File: config.mk
export PLATFORM = sky130hd
export DESIGN_NAME = vortex_mem_host_initiator_flat
export DESIGN_NICKNAME = d
export VERILOG_FILES = /design/src/rtl/bus_protocol_if.sv /design/src/rtl/vortex_mem_host_initiator.sv /design/src/flat_wrapper.sv
export SDC_FILE = /design/constraint.sdc
export NUM_CORES = 1
export LEC_CHECK = 0
export ABC_AREA = 1
export BUFFER_PORTS_ARGS = -buffer_cell sky130_fd_sc_hd__buf_2
export CAP_MARGIN = 20
export CORE_AREA = 2 2 489 491
export CTS_BUF_LIST = sky130_fd_sc_hd__clkbuf_2
export DETAILED_ROUTE_END_ITERATION = 12
export DIE_AREA = 0 0 491 493
export GPL_TIMING_DRIVEN = 0
export HOLD_SLACK_MARGIN = 0.15
export PLACE_DENSITY = 0.3
export SLEW_MARGIN = 30
export SYNTH_ARGS = -nofsm -noshare
export SYNTH_HDL_FRONTEND = slang
export SYNTH_SLANG_ARGS = --single-unit
File: constraint.sdc
create_clock -name clk -period 4.5 [get_ports clk]
set_input_delay 0.45 -clock clk [delete_from_list [all_inputs] [get_ports clk]]
set_output_delay 0.45 -clock clk [all_outputs]
set_load 0.02 [all_outputs]
File: src/rtl/bus_protocol_if.sv
// Generic single-word bus between the AHB bridge and its peripherals.
// The peripheral drives the read data, the error flag and the stall.
interface bus_protocol_if;
    logic        wen;
    logic        ren;
    logic [31:0] addr;
    logic [31:0] wdata;
    logic [3:0]  strobe;
    logic [31:0] rdata;
    logic        error;
    logic        request_stall;

    modport peripheral_vital (
        input  wen, ren, addr, wdata, strobe,
        output rdata, error, request_stall
    );

    modport protocol (
        output wen, ren, addr, wdata, strobe,
        input  rdata, error, request_stall
    );
endinterface

File: src/rtl/vortex_mem_host_initiator.sv
// Host-side initiator that turns single 32-bit bus accesses into 512-bit Vortex line requests.
// The bus is stalled for the whole request/response round trip.
module vortex_mem_host_initiator #(
    parameter logic [31:0] MEM_BASE_ADDR  = 32'h8000_0000,
    parameter int          WINDOW_BITS    = 15,
    parameter int          TIMEOUT_CYCLES = 1024,
    parameter int          TAG_WIDTH      = 10
) (
    input  logic                 clk,
    input  logic                 nRST,
    output logic                 mem_req_valid,
    output logic                 mem_req_rw,
    output logic [63:0]          mem_req_byteen,
    output logic [25:0]          mem_req_addr,
    output logic [511:0]         mem_req_data,
    output logic [TAG_WIDTH-1:0] mem_req_tag,
    input  logic                 mem_req_ready,
    input  logic                 mem_rsp_valid,
    input  logic [511:0]         mem_rsp_data,
    input  logic [TAG_WIDTH-1:0] mem_rsp_tag,
    output logic                 mem_rsp_ready,
    bus_protocol_if.peripheral_vital bpif
);

    localparam int          CNT_W    = (TIMEOUT_CYCLES > 1) ? $clog2(TIMEOUT_CYCLES) : 1;
    localparam logic [CNT_W-1:0] CNT_MAX = CNT_W'(TIMEOUT_CYCLES - 1);
    localparam logic [31:0] WIN_MASK = (32'd1 << WINDOW_BITS) - 32'd1;

    typedef enum logic [1:0] {IDLE, REQ, WAIT_RSP, DONE} state_t;

    state_t           state_q, state_d;
    logic [7:0]       seq_q;
    logic [3:0]       lane_q;
    logic [CNT_W-1:0] cnt_q;
    logic             err_q;
    logic [31:0]      rdata_q;

    logic             req_in, in_window, start, rsp_hit, timeout;
    logic [25:0]      line_addr;

    assign req_in    = bpif.wen | bpif.ren;
    assign in_window = (bpif.addr & ~WIN_MASK) == 32'd0;
    assign start     = (state_q == IDLE) && req_in && in_window;
    assign line_addr = 26'((MEM_BASE_ADDR + (bpif.addr & WIN_MASK)) >> 6);
    assign rsp_hit   = mem_rsp_valid && (mem_rsp_tag == mem_req_tag);
    assign timeout   = (cnt_q == CNT_MAX);

    assign mem_rsp_ready = 1'b1;
    assign bpif.rdata    = rdata_q;

    // NOTE: async reset in the sensitivity list; state updates use non-blocking assignments.
    always_ff @(posedge clk or negedge nRST) begin
        if (!nRST) state_q <= IDLE;
        else       state_q <= state_d;
    end

    // NOTE: every output of this block gets a default first so no latch is inferred.
    always_comb begin
        state_d            = state_q;
        bpif.request_stall = 1'b0;
        bpif.error         = 1'b0;
        unique case (state_q)
            IDLE: begin
                if (req_in) begin
                    if (in_window) begin
                        bpif.request_stall = 1'b1;
                        state_d            = REQ;
                    end else begin
                        bpif.error = 1'b1;
                    end
                end
            end
            REQ: begin
                bpif.request_stall = 1'b1;
                if (mem_req_valid && mem_req_ready) state_d = mem_req_rw ? DONE : WAIT_RSP;
            end
            WAIT_RSP: begin
                bpif.request_stall = 1'b1;
                if (rsp_hit || timeout) state_d = DONE;
            end
            DONE: begin
                bpif.error = err_q;
                state_d    = IDLE;
            end
            default: state_d = IDLE;
        endcase
    end

    always_ff @(posedge clk or negedge nRST) begin
        if (!nRST) begin
            mem_req_valid  <= 1'b0;
            mem_req_rw     <= 1'b0;
            mem_req_byteen <= '0;
            mem_req_addr   <= '0;
            mem_req_data   <= '0;
            mem_req_tag    <= '0;
            seq_q          <= '0;
            lane_q         <= '0;
            cnt_q          <= '0;
            err_q          <= 1'b0;
            rdata_q        <= '0;
        end else begin
            unique case (state_q)
                IDLE: begin
                    if (start) begin
                        // Write wins when both strobes are raised together.
                        mem_req_valid  <= 1'b1;
                        mem_req_rw     <= bpif.wen;
                        mem_req_addr   <= line_addr;
                        mem_req_data   <= {16{bpif.wdata}};
                        mem_req_byteen <= bpif.wen ? ({60'b0, bpif.strobe} << {bpif.addr[5:2], 2'b00})
                                                   : {64{1'b1}};
                        mem_req_tag    <= TAG_WIDTH'(seq_q);
                        lane_q         <= bpif.addr[5:2];
                    end
                end
                REQ: begin
                    if (mem_req_valid && mem_req_ready) begin
                        mem_req_valid <= 1'b0;
                        seq_q         <= seq_q + 8'd1;
                        cnt_q         <= '0;
                    end
                end
                WAIT_RSP: begin
                    if (rsp_hit) begin
                        rdata_q <= mem_rsp_data[{lane_q, 5'b0} +: 32];
                    end else if (timeout) begin
                        rdata_q <= '0;
                        err_q   <= 1'b1;
                    end else begin
                        cnt_q <= cnt_q + CNT_W'(1);
                    end
                end
                DONE:    err_q <= 1'b0;
                default: err_q <= 1'b0;
            endcase
        end
    end

endmodule
File: src/flat_wrapper.sv
// flat-port wrapper written by rule: the top's interface ports become plain ports
module vortex_mem_host_initiator_flat 
#(
    parameter logic [31:0] MEM_BASE_ADDR  = 32'h8000_0000,
    parameter int          WINDOW_BITS    = 15,
    parameter int          TIMEOUT_CYCLES = 1024,
    parameter int          TAG_WIDTH      = 10
)
  (clk, nRST, mem_req_valid, mem_req_rw, mem_req_byteen, mem_req_addr, mem_req_data, mem_req_tag, mem_req_ready, mem_rsp_valid, mem_rsp_data, mem_rsp_tag, mem_rsp_ready, bpif_wen, bpif_ren, bpif_addr, bpif_wdata, bpif_strobe, bpif_rdata, bpif_error, bpif_request_stall);
  bus_protocol_if bpif_i ();
  input  logic clk;
  input  logic nRST;
  output logic mem_req_valid;
  output logic mem_req_rw;
  output logic [63:0] mem_req_byteen;
  output logic [25:0] mem_req_addr;
  output logic [511:0] mem_req_data;
  output logic [TAG_WIDTH-1:0] mem_req_tag;
  input  logic mem_req_ready;
  input  logic mem_rsp_valid;
  input  logic [511:0] mem_rsp_data;
  input  logic [TAG_WIDTH-1:0] mem_rsp_tag;
  output logic mem_rsp_ready;
  input wire logic [$bits(bpif_i.wen)-1:0] bpif_wen;
  input wire logic [$bits(bpif_i.ren)-1:0] bpif_ren;
  input wire logic [$bits(bpif_i.addr)-1:0] bpif_addr;
  input wire logic [$bits(bpif_i.wdata)-1:0] bpif_wdata;
  input wire logic [$bits(bpif_i.strobe)-1:0] bpif_strobe;
  output wire logic [$bits(bpif_i.rdata)-1:0] bpif_rdata;
  output wire logic [$bits(bpif_i.error)-1:0] bpif_error;
  output wire logic [$bits(bpif_i.request_stall)-1:0] bpif_request_stall;
  assign bpif_i.wen = bpif_wen;
  assign bpif_i.ren = bpif_ren;
  assign bpif_i.addr = bpif_addr;
  assign bpif_i.wdata = bpif_wdata;
  assign bpif_i.strobe = bpif_strobe;
  assign bpif_rdata = bpif_i.rdata;
  assign bpif_error = bpif_i.error;
  assign bpif_request_stall = bpif_i.request_stall;
  vortex_mem_host_initiator #(.MEM_BASE_ADDR(MEM_BASE_ADDR), .WINDOW_BITS(WINDOW_BITS), .TIMEOUT_CYCLES(TIMEOUT_CYCLES), .TAG_WIDTH(TAG_WIDTH)) u_core (.clk(clk), .nRST(nRST), .mem_req_valid(mem_req_valid), .mem_req_rw(mem_req_rw), .mem_req_byteen(mem_req_byteen), .mem_req_addr(mem_req_addr), .mem_req_data(mem_req_data), .mem_req_tag(mem_req_tag), .mem_req_ready(mem_req_ready), .mem_rsp_valid(mem_rsp_valid), .mem_rsp_data(mem_rsp_data), .mem_rsp_tag(mem_rsp_tag), .mem_rsp_ready(mem_rsp_ready), .bpif(bpif_i));
endmodule
==> results of run 1 <==
[path summary, 6_finish.rpt]
kind / from / to / slack [ns] / cells past startpoint
hold / removal: mem_rsp_data[136] / u_core.bpif.rdata[8] / 0.44 / 8
hold reg to reg: u_core.seq_q[7] / u_core.mem_req_tag[7] / 0.49 / 2
min in group asynchronous: nRST / u_core.state_q[0] / 0.72 / 5
setup reg to reg: u_core.lane_q[0] / u_core.bpif.rdata[4] / 0.03 / 11
max in group asynchronous: nRST / u_core.bpif.rdata[9] / 2.75 / 7
setup / recovery: u_core.lane_q[0] / u_core.bpif.rdata[4] / 0.03 / 11
[layout by cell type, fill, tap and decap left out, types with 11 or more instances in the layout]
cell type / instances
buf_4: 501
nand2_1: 794
nand3_1: 492
nor3_1: 19
clkbuf_2: 54
nand4_1: 12
diode_2: 34
o21ai_0: 11
inv_1: 40
buf_1: 11
dfrtp_1: 172
nor2_1: 295
dlygate4sd3_1: 796
buf_2: 1235
conb_1: 19
clkbuf_1: 88
[critical path, cell delays in order, from the launching register on]
cell and delay, ns:
dfrtp_1 0.44, clkbuf_1 0.37, clkbuf_1 0.75, clkbuf_1 0.48, nand2_1 0.27, nand3_1 0.24, nand3_1 0.10, dlygate4sd3_1 0.58
nand3_1 0.21, dlygate4sd3_1 0.70, nand3_1 0.10, nand2_1 0.10
[sequential cells by signal, summed over array words and instances (netlist names), 2 cells and up]
| name | flops |
|---|---|
| u_core.mem_req_data | 32 |
| u_core.bpif.rdata | 32 |
| u_core.lane_q | 4 |
| u_core.state_q | 2 |
| u_core.mem_req_addr | 10 |
| u_core.mem_req_byteen | 64 |
| u_core.cnt_q | 10 |
| u_core.seq_q | 8 |
| u_core.mem_req_tag | 8 |
[metrics by stage]
stage	setup TNS, ns	cell area, sq um
after global routing	-0.4780	34850
final	0	34870
after floorplan	0	16080
after global placement	-198.03	26160
after detailed placement	0	26400
after CTS	0	34730
[power groups by stage]
stage	Combinational, mW	Sequential [mW]	Clock (mW)
6_report	1.36	1.61	1.34
5_1_grt	1.47	1.61	1.51
4_1_cts	1.36	1.61	1.49
3_5_place_dp	0.927	1.63	0
3_3_place_gp	0.923	1.63	0
2_1_floorplan	0.376	1.62	0
[metal layers]
| metal | vias up | wire [um] |
|---|---|---|
| li1 | 11738 | - |
| met1 | 11679 | 63100 |
| met2 | 1122 | 83130 |
| met3 | 191 | 9296 |
| met4 | 34 | 4872 |
| met5 | - | 198 |
[logic make-up (layout without fill, tap and decap cells)]
logic type / after synthesis / count (layout) / share of synthesized area (%)
compound gates: 32 / 32 / 1.109
xor+xnor: 16 / 16 / 0.8749
fa+ha+maj: 7 / 7 / 0.5468
buf+inv: 694 / 2752 / 28.07
flops: 173 / 173 / 27.03
other cells: 2 / 53 / 0.04689
simple gates: 1619 / 1619 / 42.33
[final cells by class]
cell class	count	area share, %
Timing Repair Buffer	2026	41.06
Multi-Input combinational cell	1693	20.81
Buffer	652	12.61
Sequential cell	173	12.42
Tap cell	3167	11.36
Clock inverter	15	0.7931
Inverter	42	0.4521
Clock buffer	17	0.2440
Antenna cell	34	0.2440
[timing repair]
action                                  CTS  global route
hold buffers                            793             4
resized for setup                         2            22
pin swaps                                 1             0
hold endpoints to repair                344             1
buffers inserted                          1             0
endpoints found under the setup margin    1            16
==> flow_summary.toml, run 1 <==
[route]
ant_nets = 0
post-route-drc-count = 0
wl_per_cell_um = 20.54
detailedRoute.firstPassIterationCount = 6
vias_per_cell = 3.167
drt_wl_total_um = 160600
dr.first_iter.drc_count = 1492
vias = 24764

[power]
p_per_area_mw_per_mm2 = 123.4
p_sw_mw = 1.596
ir_drop_mv = 0.1712
leakage_nw = 18.27
p_int_mw = 2.708
p_sw_share_pct = 37.08
sequentialPowerShare_pct = 37.3
p_comb_share_pct = 31.6
clkPwrFrac_pct = 31.1
p_total_mw = 4.304

[timing]
setup_violations = 0
clock_skew_ns = 0.1456
finalCriticalPeriod_ns = 4.472
fin_ws_ns = 0.02779
rsz0062_at_grt = "yes"
max_freq_mhz = 223.6
timing.final.crit_share_pct = 99.38
slew_viol_final = 0
tightest_slew_ns = 1.040
slew_headroom_pct = 30.69
hold_viol = 0
holdWs_ns = 0.4376

[synthesis]
ys_seq_area_share_pct = 27.03
netlist_top_cells_count = "794 x nand2_1, 499 x buf_4, 492 x nand3_1"
netlist_top_cells_area = "dfrtp_1 27%, buf_4 23%, nand2_1 19%"
synthMostInstantiatedCell = "nand2_1"
ys.flop_type = "dfrtp_1"
syn_inst = 2543
yosys.area.top_type = "dfrtp_1"
synth_edf_count = 0
yosys_warnings = 0
yosys.area.top_type_share_pct = 27.03
synth-seq-cells = 173
netlist-cell-type-count = 27
syn_area_per_cell_sq_um = 6.299
netlist_area_sq_mm = 0.01602
async_flop_share_pct = 100.0

[cts]
clockRootBuffer = "clkbuf_2"
cts_tree = "yes"
insertion_delay_ns = 1.37
clk_pin_slew_worst_paths_ns = 0.52
cts.sinks = 173
cts_buffer_depth = 2
htreeDepth = 4
cts_buffers = 17

[floorplan]
die_h_um = 493
initial_core_util_pct = 6.760
io_pins = 1245
die-area_sq_mm = 0.2421
core_region_area_sq_mm = 0.2370
row_count = 179
die_x_um = 491

[global_routing]
grtUsageTotal_pct = 12.85
busiest_layer = "met2"
grt_pass1_wl_um = 212900
met3_usage_pct = 2.585
grt_use_met1_pct = 14.67
grt_max_degree = 57
use_met2_pct = 23.74
grt_pass1_vias = 24986
antenna_found_initial = 79
overflow = 0

[cells_and_area]
nets = 5208
n_fill_cell = 27734
multi_input_area_sq_mm = 0.007257
utilization_pct = 14.71
fin_cells = 7819
drive_gt1_share_pct = 39.45
seq_area_sq_mm = 0.004330
areaGrowthSynthToFinish_pct = 117.7

[hold_path]
hp-class = "input port to register"

[place]
place_inst = 6955
dp_hpwl_um = 137000
pre_cts_slack_ns = 0.7499
portBuffers = 1221
gp_congestion = 0.8905

[setup_path]
critPathCaptureType = "register"
required_ns = 5.77
start_kind = "register"
critPathArrivalTime_ns = 5.74
crit_fanout = 10
path_class = "register to register"

[status]
status = "finished clean"

[job]
maxCapViolCount = 0
Power figures use the tool's default switching activity.
==> run 2, diff against run 1 <==
--- a/config.mk
+++ b/config.mk
@@ -5,13 +5,12 @@
 export SDC_FILE = /design/constraint.sdc
 export NUM_CORES = 1
 export LEC_CHECK = 0
-export ABC_AREA = 1
 export BUFFER_PORTS_ARGS = -buffer_cell sky130_fd_sc_hd__buf_2
 export CAP_MARGIN = 20
-export CORE_AREA = 2 2 489 491
+export CORE_AREA = 2 2 485 487
 export CTS_BUF_LIST = sky130_fd_sc_hd__clkbuf_2
 export DETAILED_ROUTE_END_ITERATION = 12
-export DIE_AREA = 0 0 491 493
+export DIE_AREA = 0 0 487 489
 export GPL_TIMING_DRIVEN = 0
 export HOLD_SLACK_MARGIN = 0.15
 export PLACE_DENSITY = 0.3
==> flow_summary.toml, run 2 <==
[global_routing]
grt_pass1_wl_um = 153200
grtUsageTotal_pct = 9.779
antenna_found_initial = 67
grt_max_degree = 61
use_met2_pct = 19.18
overflow = 0
met3_usage_pct = 2.527
grt_use_met1_pct = 9.775
busiest_layer = "met2"
grt_pass1_vias = 16165

[setup_path]
cp_slowest_cell = "dfrtp_1"
r2r-end = "u_core.bpif.rdata[6]"
critPathArrivalTime_ns = 5.60
critPathMostFrequentCell = "dlygate4sd3_1"
endpoint = "u_core.bpif.rdata[6]"
required_ns = 5.75
cp_cell_sequence = "buf_2 -> buf_2 -> mux4_2 -> dlygate4sd3_1 -> mux4_2 -> dlygate4sd3_1 -> dlygate4sd3_1 -> a32o_1"
start_kind = "register"
critPathCaptureType = "register"
crit_fanout = 10
r2r_slack_ns = 0.15
path_class = "register to register"
reg2reg_from = "u_core.lane_q[0]"
startpoint = "u_core.lane_q[0]"
reg2reg_depth = 8
max_stage_delay_ns = 0.62

[synthesis]
synthMostInstantiatedCell = "buf_4"
yosys.area.top_type_share_pct = 29.20
ys_seq_area_share_pct = 29.20
synth_edf_count = 0
yosys.area.top_type = "dfrtp_1"
synth-seq-cells = 173
syn_inst = 1292
async_flop_share_pct = 100.0
yosys_warnings = 0
netlist_top_cells_count = "509 x buf_4, 173 x dfrtp_1, 160 x mux4_2"
syn_area_per_cell_sq_um = 11.47
netlist_area_sq_mm = 0.01483
netlist-cell-type-count = 44
ys.flop_type = "dfrtp_1"
netlist_top_cells_area = "dfrtp_1 29%, buf_4 26%, mux4_2 24%"

[route]
vias = 16755
dr.first_iter.drc_count = 600
post-route-drc-count = 0
vias_per_cell = 2.774
detailedRoute.firstPassIterationCount = 4
drt_wl_total_um = 121700
wl_per_cell_um = 20.15
ant_nets = 0

[power]
clkPwrFrac_pct = 28.6
p_sw_mw = 1.571
p_sw_share_pct = 39.28
sequentialPowerShare_pct = 40.3
p_int_mw = 2.428
ir_drop_mv = 0.1398
leakage_nw = 15.03
p_comb_share_pct = 31.0
p_per_area_mw_per_mm2 = 136.5

[hold_path]
hp-class = "input port to register"

[timing]
finalCriticalPeriod_ns = 4.353
slew_viol_final = 0
rsz0062_at_grt = "no"
tightest_slew_ns = 0.9928
holdWs_ns = 0.4666
setup_violations = 0
hold_viol = 0
clock_skew_ns = 0.09878
timing.final.crit_share_pct = 96.74
slew_headroom_pct = 33.81
max_freq_mhz = 229.7

[floorplan]
die_x_um = 487
row_count = 178
core_region_area_sq_mm = 0.2336
initial_core_util_pct = 6.346
io_pins = 1245
die_h_um = 489
die-area_sq_mm = 0.2381

[cts]
clk_pin_slew_worst_paths_ns = 0.43
clockRootBuffer = "clkbuf_2"
insertion_delay_ns = 1.27
cts_tree = "yes"
cts_buffer_depth = 2
htreeDepth = 4
cts.sinks = 173
cts_buffers = 17

[place]
portBuffers = 1223
dp_hpwl_um = 105000
gp_congestion = 0.8170
place_inst = 5602

[cells_and_area]
layout_commonest_cell = "buf_2"
layout_common_cells = "1248 x buf_2, 508 x buf_4, 382 x dlygate4sd3_1"
drive_gt1_share_pct = 68.81
top_register = "u_core.mem_req_byteen"
fin_cells = 6039
largest_reg_flops = 64
utilization_pct = 12.54
nets = 3546
areaGrowthSynthToFinish_pct = 97.63

[job]
maxCapViolCount = 0

[status]
status = "finished clean"
==> run 2: cell count changes after synthesis, moves of 18 or more <==
cell	delta
nand2_1	-757
o21a_1	+48
nor2_1	-264
mux4_2	+160
a31oi_1	+18
o211ai_1	+46
inv_1	-36
nand3_1	-477
clkbuf_1	-87
mux2_2	+52
a32o_1	+32
==> run 2: what timing repair did <==
item | in CTS | in global routing
setup endpoints to repair | 1 | 7
pin swaps | 1 | 0
buffers inserted | 1 | 0
hold endpoints to repair | 346 | 0
hold buffers | 382 | 0
resized for setup | 1 | 7
==> run 2: per-layer routing <==
| layer | up-vias | part of all wire [%] |
|---|---|---|
| li1 | 7568 | - |
| met1 | 8118 | 35 |
| met2 | 924 | 55 |
| met3 | 135 | 6.8 |
| met4 | 10 | 3.5 |
| met5 | - | 0.057 |
==> run 2: logic make-up (layout without fill, tap and decap cells) <==
family	after synthesis	in the layout	synth area share, %
fa+ha+maj	7	7	0.5907
other cells	2	42	0.05066
simple gates	113	113	3.502
mux	216	216	28.56
flops	173	173	29.20
xor+xnor	15	15	0.8862
buf+inv	586	2233	27.98
compound gates	180	180	9.233
==> run 2: layout make-up <==
cell class | count | area (sq um)
Timing Repair Buffer | 1616 | 10200
Inverter | 4 | 15.01
Clock inverter | 15 | 201.4
Multi-Input combinational cell | 550 | 6416
Sequential cell | 173 | 4329
Tap cell | 3060 | 3829
Antenna cell | 23 | 57.56
Buffer | 581 | 4164
Fill cell | 26906 | 204300
Clock buffer | 17 | 85.08
==> run 2: worst max-delay path: cells and delay by family (launching register included) <==
family / cells / cell delay (ns)
buffers and inverters: 5 / 2.51
multiplexers: 2 / 1.00
flip-flops: 1 / 0.62
AO/OA/AOI/OAI: 1 / 0.25
==> run 2: power groups by stage <==
stage | Combinational [mW] | Sequential [mW] | Clock, mW
floorplan | 0.398 | 1.63 | 0
global placement | 1.01 | 1.63 | 0
detailed placement | 1.02 | 1.63 | 0
CTS | 1.27 | 1.61 | 1.31
global route | 1.35 | 1.62 | 1.33
finish | 1.24 | 1.61 | 1.15
==> run 2: through the flow <==
step / TNS (ns) / worst slack (ns) / area [sq um] / power [mW]
finish: 0 / 0.1468 / 29300 / 3.999
CTS: 0 / 0.007375 / 29230 / 4.195
detailed placement: 0 / 0.2650 / 25120 / 2.655
floorplan: 0 / 1.833 / 14890 / 2.029
global route: 0 / 0.02111 / 29280 / 4.295
global placement: -217.06 / -1.286 / 24840 / 2.641
==> run 2: worst min-delay path by stage <==
stage	startpoint	endpoint	slack, ns	cells past startpoint
after floorplan	nRST	u_core.bpif.rdata[0]	0.15	0
after global placement	u_core.mem_req_addr[25]	u_core.mem_req_addr[25]	0.46	1
after detailed placement	nRST	u_core.mem_req_data[493]	0.27	1
after CTS	mem_rsp_data[210]	u_core.bpif.rdata[18]	0.15	5
after global routing	mem_rsp_data[44]	u_core.bpif.rdata[12]	0.22	5
final	mem_rsp_data[287]	u_core.bpif.rdata[31]	0.47	5
